**src/rtl/stash_pkg.sv**
```systemverilog
// Shared definitions for the op1/op2 stash paths: drain FSM encoding, tuser
// field offsets and protocol constants also used by the input filter.
package stash_pkg;

    // Drain FSM encoding, exposed on o_dbg_state of the drain stage
    typedef enum logic [1:0] {
        ST_IDLE = 2'd0,
        ST_FWD  = 2'd1,
        ST_DROP = 2'd2
    } state_t;

    // Destination-port byte inside tuser
    localparam int TUSER_DST_LO = 24;
    localparam int TUSER_DST_HI = 31;

    // Constants shared with the input filter
    localparam logic [7:0]  DST_PORT_OP1 = 8'h04;
    localparam logic [7:0]  IPPROT_UDP   = 8'h11;
    localparam logic [15:0] INET         = 16'h0800;

endpackage

```
**src/rtl/axis_skid_reg.sv**
```systemverilog
// Two-entry output buffer (main register + skid register) for an AXI4-Stream
// master. The producer must not push while skid_full is high; the buffer then
// absorbs at most two beats while the consumer stalls.
// Handshake: a beat transfers on out_valid && out_ready; out_valid and
// out_data hold steady while out_valid && !out_ready.
module axis_skid_reg #(
    parameter int WIDTH = 8
) (
    input  logic             clk,
    input  logic             rst,
    input  logic             in_valid,
    input  logic [WIDTH-1:0] in_data,
    output logic             skid_full,
    output logic             out_valid,
    output logic [WIDTH-1:0] out_data,
    input  logic             out_ready
);

    logic             main_valid;
    logic             skid_valid;
    logic [WIDTH-1:0] main_data;
    logic [WIDTH-1:0] skid_data;
    logic             out_fire;

    assign out_fire  = main_valid && out_ready;
    assign out_valid = main_valid;
    assign out_data  = main_data;
    assign skid_full = skid_valid;

    // Main reloads whenever it is empty or drained, oldest beat (skid) first
    always_ff @(posedge clk or posedge rst) begin
        if (rst) begin
            main_valid <= 1'b0;
            skid_valid <= 1'b0;
            main_data  <= '0;
            skid_data  <= '0;
        end else if (!main_valid || out_fire) begin
            if (skid_valid) begin
                main_data  <= skid_data;
                main_valid <= 1'b1;
                if (in_valid) begin
                    skid_data <= in_data;
                end else begin
                    skid_valid <= 1'b0;
                end
            end else begin
                main_valid <= in_valid;
                if (in_valid) begin
                    main_data <= in_data;
                end
            end
        end else if (in_valid) begin
            skid_data  <= in_data;
            skid_valid <= 1'b1;
        end
    end

endmodule

```
**src/rtl/stash_op1_out.sv**
```systemverilog
// Drain stage of the op1 stash path: pops the FWFT packet FIFO, rewrites the
// destination-port byte of the first beat, truncates packets longer than
// MAX_BEATS (remaining beats are popped silently) and drives an AXI4-Stream
// master through a two-entry skid buffer.
// Optional: define STASH_OP1_OUT_STATS_EN to build the packet/truncation
// counters; otherwise o_pkt_cnt and o_trunc_cnt are tied to 0.
module stash_op1_out
    import stash_pkg::*;
#(
    parameter int         C_M_AXIS_DATA_WIDTH  = 256,
    parameter int         C_M_AXIS_TUSER_WIDTH = 128,
    parameter int         MAX_BEATS            = 64,
    parameter logic [7:0] DST_PORT_ONEHOT      = DST_PORT_OP1
) (
    input  logic                              axis_aclk,
    input  logic                              axis_reset,
    input  logic                              i_pkt_fifo_empty,
    output logic                              o_pkt_fifo_rd_en,
    input  logic [C_M_AXIS_DATA_WIDTH-1:0]    i_tdata_fifo,
    input  logic [C_M_AXIS_TUSER_WIDTH-1:0]   i_tuser_fifo,
    input  logic [C_M_AXIS_DATA_WIDTH/8-1:0]  i_tkeep_fifo,
    input  logic                              i_tlast_fifo,
    output logic [C_M_AXIS_DATA_WIDTH-1:0]    o_m_axis_tdata,
    output logic [C_M_AXIS_DATA_WIDTH/8-1:0]  o_m_axis_tkeep,
    output logic [C_M_AXIS_TUSER_WIDTH-1:0]   o_m_axis_tuser,
    output logic                              o_m_axis_tvalid,
    output logic                              o_m_axis_tlast,
    input  logic                              i_m_axis_tready,
    output logic [31:0]                       o_pkt_cnt,
    output logic [31:0]                       o_trunc_cnt,
    output logic [1:0]                        o_dbg_state
);

    localparam int KEEP_W = C_M_AXIS_DATA_WIDTH / 8;
    localparam int BEAT_W = C_M_AXIS_DATA_WIDTH + C_M_AXIS_TUSER_WIDTH + KEEP_W + 1;
    localparam int CNT_W  = $clog2(MAX_BEATS + 1);

    state_t                            state;
    state_t                            state_nxt;
    logic [CNT_W-1:0]                  beat_cnt;
    logic [CNT_W-1:0]                  beat_cnt_nxt;
    logic                              run;
    logic                              skid_full;
    logic                              fwd;
    logic                              fwd_last;
    logic                              trunc;
    logic [C_M_AXIS_TUSER_WIDTH-1:0]   tuser_fwd;

    // Pops only depend on registered state and FIFO status, never on tready.
    // run keeps rd_en low while reset is asserted.
    assign o_pkt_fifo_rd_en = run && !i_pkt_fifo_empty
                              && (state == ST_DROP || !skid_full);
    assign o_dbg_state = state;

    // Next state, beat counter and the beat presented to the output buffer
    always_comb begin
        state_nxt    = state;
        beat_cnt_nxt = beat_cnt;
        fwd          = 1'b0;
        fwd_last     = i_tlast_fifo;
        trunc        = 1'b0;
        tuser_fwd    = i_tuser_fifo;
        case (state)
            ST_IDLE: begin
                beat_cnt_nxt = '0;
                if (o_pkt_fifo_rd_en) begin
                    fwd = 1'b1;
                    tuser_fwd[TUSER_DST_HI:TUSER_DST_LO] = DST_PORT_ONEHOT;
                    if (!i_tlast_fifo) begin
                        state_nxt    = ST_FWD;
                        beat_cnt_nxt = CNT_W'(1);
                    end
                end
            end
            ST_FWD: begin
                if (o_pkt_fifo_rd_en) begin
                    fwd = 1'b1;
                    if (i_tlast_fifo) begin
                        state_nxt    = ST_IDLE;
                        beat_cnt_nxt = '0;
                    end else if (beat_cnt == CNT_W'(MAX_BEATS - 1)) begin
                        fwd_last     = 1'b1;
                        trunc        = 1'b1;
                        state_nxt    = ST_DROP;
                        beat_cnt_nxt = '0;
                    end else begin
                        beat_cnt_nxt = beat_cnt + CNT_W'(1);
                    end
                end
            end
            ST_DROP: begin
                beat_cnt_nxt = '0;
                if (o_pkt_fifo_rd_en && i_tlast_fifo) begin
                    state_nxt = ST_IDLE;
                end
            end
            default: begin
                state_nxt    = ST_IDLE;
                beat_cnt_nxt = '0;
            end
        endcase
    end

    // State register, beat counter and post-reset run flag
    always_ff @(posedge axis_aclk or posedge axis_reset) begin
        if (axis_reset) begin
            state    <= ST_IDLE;
            beat_cnt <= '0;
            run      <= 1'b0;
        end else begin
            state    <= state_nxt;
            beat_cnt <= beat_cnt_nxt;
            run      <= 1'b1;
        end
    end

    logic [BEAT_W-1:0] out_beat;

    axis_skid_reg #(
        .WIDTH(BEAT_W)
    ) u_skid (
        .clk       (axis_aclk),
        .rst       (axis_reset),
        .in_valid  (fwd),
        .in_data   ({i_tdata_fifo, tuser_fwd, i_tkeep_fifo, fwd_last}),
        .skid_full (skid_full),
        .out_valid (o_m_axis_tvalid),
        .out_data  (out_beat),
        .out_ready (i_m_axis_tready)
    );

    assign {o_m_axis_tdata, o_m_axis_tuser, o_m_axis_tkeep, o_m_axis_tlast} = out_beat;

`ifdef STASH_OP1_OUT_STATS_EN
    logic [31:0] pkt_cnt;
    logic [31:0] trunc_cnt;

    // Wrapping counters: delivered packets and FWD->DROP truncations
    always_ff @(posedge axis_aclk or posedge axis_reset) begin
        if (axis_reset) begin
            pkt_cnt   <= '0;
            trunc_cnt <= '0;
        end else begin
            if (o_m_axis_tvalid && i_m_axis_tready && o_m_axis_tlast) begin
                pkt_cnt <= pkt_cnt + 32'd1;
            end
            if (trunc) begin
                trunc_cnt <= trunc_cnt + 32'd1;
            end
        end
    end

    assign o_pkt_cnt   = pkt_cnt;
    assign o_trunc_cnt = trunc_cnt;
`else
    assign o_pkt_cnt   = '0;
    assign o_trunc_cnt = '0;
`endif

endmodule

```
**config.mk**
```make
export PLATFORM = sky130hd
export DESIGN_NAME = stash_op1_out
export DESIGN_NICKNAME = d
export VERILOG_FILES = /design/src/rtl/stash_pkg.sv /design/src/rtl/axis_skid_reg.sv /design/src/rtl/stash_op1_out.sv
export SDC_FILE = /design/constraint.sdc
export NUM_CORES = 2
export LEC_CHECK = 0
export BUFFER_PORTS_ARGS = -buffer_cell sky130_fd_sc_hd__buf_2
export CAP_MARGIN = 10
export CELL_PAD_IN_SITES_DETAIL_PLACEMENT = 1
export CELL_PAD_IN_SITES_GLOBAL_PLACEMENT = 2
export CORE_MARGIN = 3
export CORE_UTILIZATION = 29
export DETAILED_ROUTE_END_ITERATION = 12
export GPL_TIMING_DRIVEN = 0
export PLACE_DENSITY_LB_ADDON = 0.05
export SLEW_MARGIN = 10
export SYNTH_ARGS = -nofsm -noshare
export SYNTH_HDL_FRONTEND = slang
export SYNTH_SLANG_ARGS = --single-unit
```
**constraint.sdc**
```tcl
create_clock -name axis_aclk -period 28.1 [get_ports axis_aclk]
set_input_delay 2.81 -clock axis_aclk [delete_from_list [all_inputs] [get_ports axis_aclk]]
set_output_delay 2.81 -clock axis_aclk [all_outputs]
set_load 0.03 [all_outputs]
```
# Word level (Yosys, flattened, before mapping)
# Index checks and enable logic that the tools add are counted.
# W data, S select, Z words.
# word_totals
regBits	846
word_cells	63
# classes
addsub	1
eq_ne	9
mux	31
n_reduce_logical	15
# ops
operator	count
$mux W417	5
$mux W7	3
$mux W8	2
$pmux W7 S2	1
$mux W1	13
$mux W2	6
$add A7 B1 Y7 const B	1
$eq A7 B6 Y1 const B	1
$ne A2 B2 Y1 const B	3
$pmux W2 S3	1
$reduce_and A5 Y1	1
$logic_and A1 B1 Y1	4
$ne A2 B1 Y1 const B	2
$reduce_bool A2 Y1	2
$logic_not A1 Y1	3
$ne A3 B3 Y1 const B	1
$eq A2 B1 Y1 const B	1
$eq A2 B2 Y1 const B	1
$logic_not A2 Y1	1
$logic_or A1 B1 Y1	2
$reduce_and A2 Y1	1
$reduce_or A2 Y1	1

# Longest topological paths before layout
# depth
depth_word	8
depth_mapped	9
depth_no_buf	5

# By module
# A second synthesis with hierarchy kept.
# hier_totals
hier_cells	2365
area_unflattened_um2	37135.6
# by_module_without_submodules
module	n_inst	cells_each	area_per_inst_um2	seq_area_each_um2
axis_skid_reg	1	2232	36039.6	20920.1
stash_op1_out	1	133	1096.1	250.2

# Least setup slack after synthesis
# OpenSTA, ideal clock, no wires.
# synth_timing
kind	input port to output port
from	in i_pkt_fifo_empty
to	out o_pkt_fifo_rd_en
t_arrival_ns	3.550
required_time_ns	25.290
path_slack_ns	21.740
stages	2
n_path_buf	0
path_cell_list	nand2b_1 -> a21oi_1
# synth_via
elab_chain_cells	3
# synth_lines
element	line	text
start, declared	stash_op1_out.sv:17	input logic i_pkt_fifo_empty,
$logic_not A1 Y1	stash_op1_out.sv:51	assign o_pkt_fifo_rd_en = run && !i_pkt_fifo_empty
$logic_and A1 B1 Y1	stash_op1_out.sv:51	
$logic_and A1 B1 Y1	stash_op1_out.sv:52	&& (state == ST_DROP || !skid_full);
end, declared	stash_op1_out.sv:18	output logic o_pkt_fifo_rd_en,
# Every way passes these cells.

# Final worst setup path
# Ends and elaborated chain as after synthesis.

==> flow_summary_export.csv <==
group,metric,value,unit
final_layout,nFillCells,14310,
detailed_routing,routedWlPerCell,21.92,um
floorplan,num_rows,128,
yosys,synth-edff-count,0,
global_route,grt_pass1_vias,30960,
floorplan,initial_core_util,29.29,%
critical_path,worst_setup_path_end_kind,"primary output",
floorplan,dieArea,127500,sq um
sta,worst_slew_pin_slew,1116,ps
cts,cts_setup_buffers,0,
critical_path,cp_max_fo,5,
final_layout,final_util,37.59,%
yosys,syn_inst,3719,
placed_design,dp_slack,21510,ps
flow_run,max-cap-violations,0,
yosys,ys_seq_area_share,59.23,%
cts,htreeDepth,3,
power,total_power,4.070,mW
sta,fmax,0.1514,GHz
final_layout,drive_gt1_share,24.77,%
placed_design,port_buffers,840,
sta,fin_skew,23.18,ps
power,power.leakage,23.26,nW
yosys,ys_seq_elements,846,
placed_design,post_dp_cell_area,42490,sq um
yosys,synth.distinct_cells,35,
placed_design,hpwlAfterDp,106.2,mm
sta,fin_ws,21500,ps
yosys,synthArstFlopShare,100.0,%
yosys,synth_xor_area_share,0,%
cts,root_buffer,"clkbuf_16",
floorplan,ios,906,
yosys,synth_mux_area_share,11.43,%
yosys,synth_compound_area_share,6.375,%
floorplan,core_area,122000,sq um
detailed_routing,ant_nets,0,
placed_design,dpl.cell_count,6257,
floorplan,die_width,357.1,um
placed_design,gp_congestion,0.7757,
sta,timing.setup.tns,0,ps
final_layout,stdcell_area,45870,sq um
sta,hold_violations,0,
yosys,syn_area,35740,sq um
detailed_routing,drc,0,
detailed_routing,drt_first_iter_violations,1493,
sta,finalCritPeriodShare,23.50,%
sta,slew_headroom,25.59,%
detailed_routing,dr.pass1.iters,5,
cts,clkSinkCount,846,
yosys,synth-main-ff-cell,"dfrtp_1",
yosys,yosysTopAreaCell,"dfrtp_1",
hold_path,hp-class,"reg2reg",
yosys,synth-simple-area-share,18.22,%
sta,min_period,6605,ps
cts,clk_path_buf_depth,3,
cts,clk-insertion-delay-late,680,ps
final_layout,mostFrequentLayoutCells,"1656 x nand2_1, 941 x buf_2, 846 x dfrtp_1, 418 x o21ai_0, 408 x mux2i_1",
final_layout,final_common_cell,"nand2_1",
critical_path,worst_setup_path_start_kind,"input pin",
global_route,grt-ovfl-total,0,
global_route,grt_max_degree,108,
yosys,ys_warn_count,0,
critical_path,worstPathRequired,25290,ps
sta,holdWs,469.5,ps
yosys,synth_top_area_share,59.23,%
power,powerDensity,88.74,nW/um^2
final_layout,syn2layout_area_growth,28.34,%
cts,cts_resized,0,
floorplan,die_h,357.1,um
global_route,grt_pass1_wl,208.0,mm
yosys,synth.avg_cell_area,9.610,sq um
final_layout,fin_cells,6482,
cts,tritoncts,"done",
cts,cts_hold_buf,0,
cts,cts_buffers,103,
detailed_routing,vias_per_cell,4.535,
yosys,yosys-top-cells-area,"dfrtp_1 59%, nand2_1 17%, mux2i_1 11%",
global_route,track_usage,21.94,%
cts,clk_pin_slew,60,ps
yosys,synth_fa_ha_area_share,0.03501,%
status,status,"finished, final reports clean",
detailed_routing,vias,29400,
critical_path,arrival,3790,ps
sta,setup_viol,0,
power,irDropWorstVdd,0.04434,mV
global_route,antenna_found_initial,115,
detailed_routing,wirelength,142.1,mm
sta,rsz0062_at_grt,"no",
sta,slew_viol_final,0,
final_layout,nets,5159,
yosys,synth_top_family_by_area,"simple AND/OR/NAND/NOR gates",
critical_path,path_class,"in2out",
path summary, 6_finish.rpt:
| check | start | slack, ps | cells past startpoint | to |
|---|---|---|---|---|
| worst min register to register | u_skid.skid_data[245] | 470 | 2 | u_skid.skid_data[245] |
| worst max-delay path | i_pkt_fifo_empty | 21500 | 4 | o_pkt_fifo_rd_en |
| min in group asynchronous | axis_reset | 2170 | 2 | u_skid.out_data[91] |
| worst min-delay path | u_skid.skid_data[245] | 470 | 2 | u_skid.skid_data[245] |
| worst max register to register | u_skid.skid_full | 24850 | 9 | u_skid.out_data[50] |
| max in group asynchronous | axis_reset | 24040 | 5 | u_skid.skid_data[278] |
per-layer routing:
layer | share of wire, % | vias to the layer above | global-route usage [%]
li1 | - | 13970 | -
met1 | 39 | 14300 | 25.34
met2 | 49 | 781 | 37.49
met3 | 9.0 | 287 | 8.714
met4 | 2.7 | 56 | 6.337
met5 | 0.27 | - | 0
report_power, final:
group	internal, mW	total, mW	switching [mW]	leakage [nW]
combinational	0.298	1.05	0.749	11.0
sequential	1.54	1.71	0.169	10.6
clock	0.768	1.31	0.547	1.61
total	2.60	4.07	1.47	23.3
flip-flops by register name, indices dropped and copies added (netlist names):
| signal | flops |
|---|---|
| u_skid.out_data | 417 |
| u_skid.skid_data | 417 |
| beat_cnt | 7 |
| o_dbg_state | 2 |
| run | 1 |
| u_skid.out_valid | 1 |
| u_skid.skid_full | 1 |
critical path, stage by stage:
cell and delay [ps]:
buf_2 140, nand2b_1 190, a21oi_1 310, buf_2 340
cells by family (layout without fill, tap and decap cells):
family          count (synthesis)  count (layout)
simple gates                 1714            1714
flops                         846             846
compound gates                445             445
mux                           408             408
buf+inv                       303            1337
other cells                     2             106
fa+ha+maj                       1               1
cell type report:
class                   instances  area [sq um]  share of cell area [%]
well taps                    1625          2033                   4.433
inverters                       4         22.52                 0.04910
clock inverters                22         183.9                  0.4010
flip-flops and latches        846         21170                   46.16
repair buffers                850          4467                   9.738
plain buffers                 299          1662                   3.623
clock buffers                 162          3093                   6.743
diodes                         41         102.6                  0.2237
multi-input cells            2633         13130                   28.63
cell usage after synthesis, drive strengths merged, types with 2 or more instances:
cell type,n
and3,2
nor3,3
a21oi,9
nor2,26
conb,2
a31oi,4
clkbuf,110
nor2b,2
mux2i,408
inv,4
dfrtp,846
buf,189
nand2,1656
o21ai,419
nand3,13
nand2b,5
a221oi,7
Power figures use the tool's default switching activity.
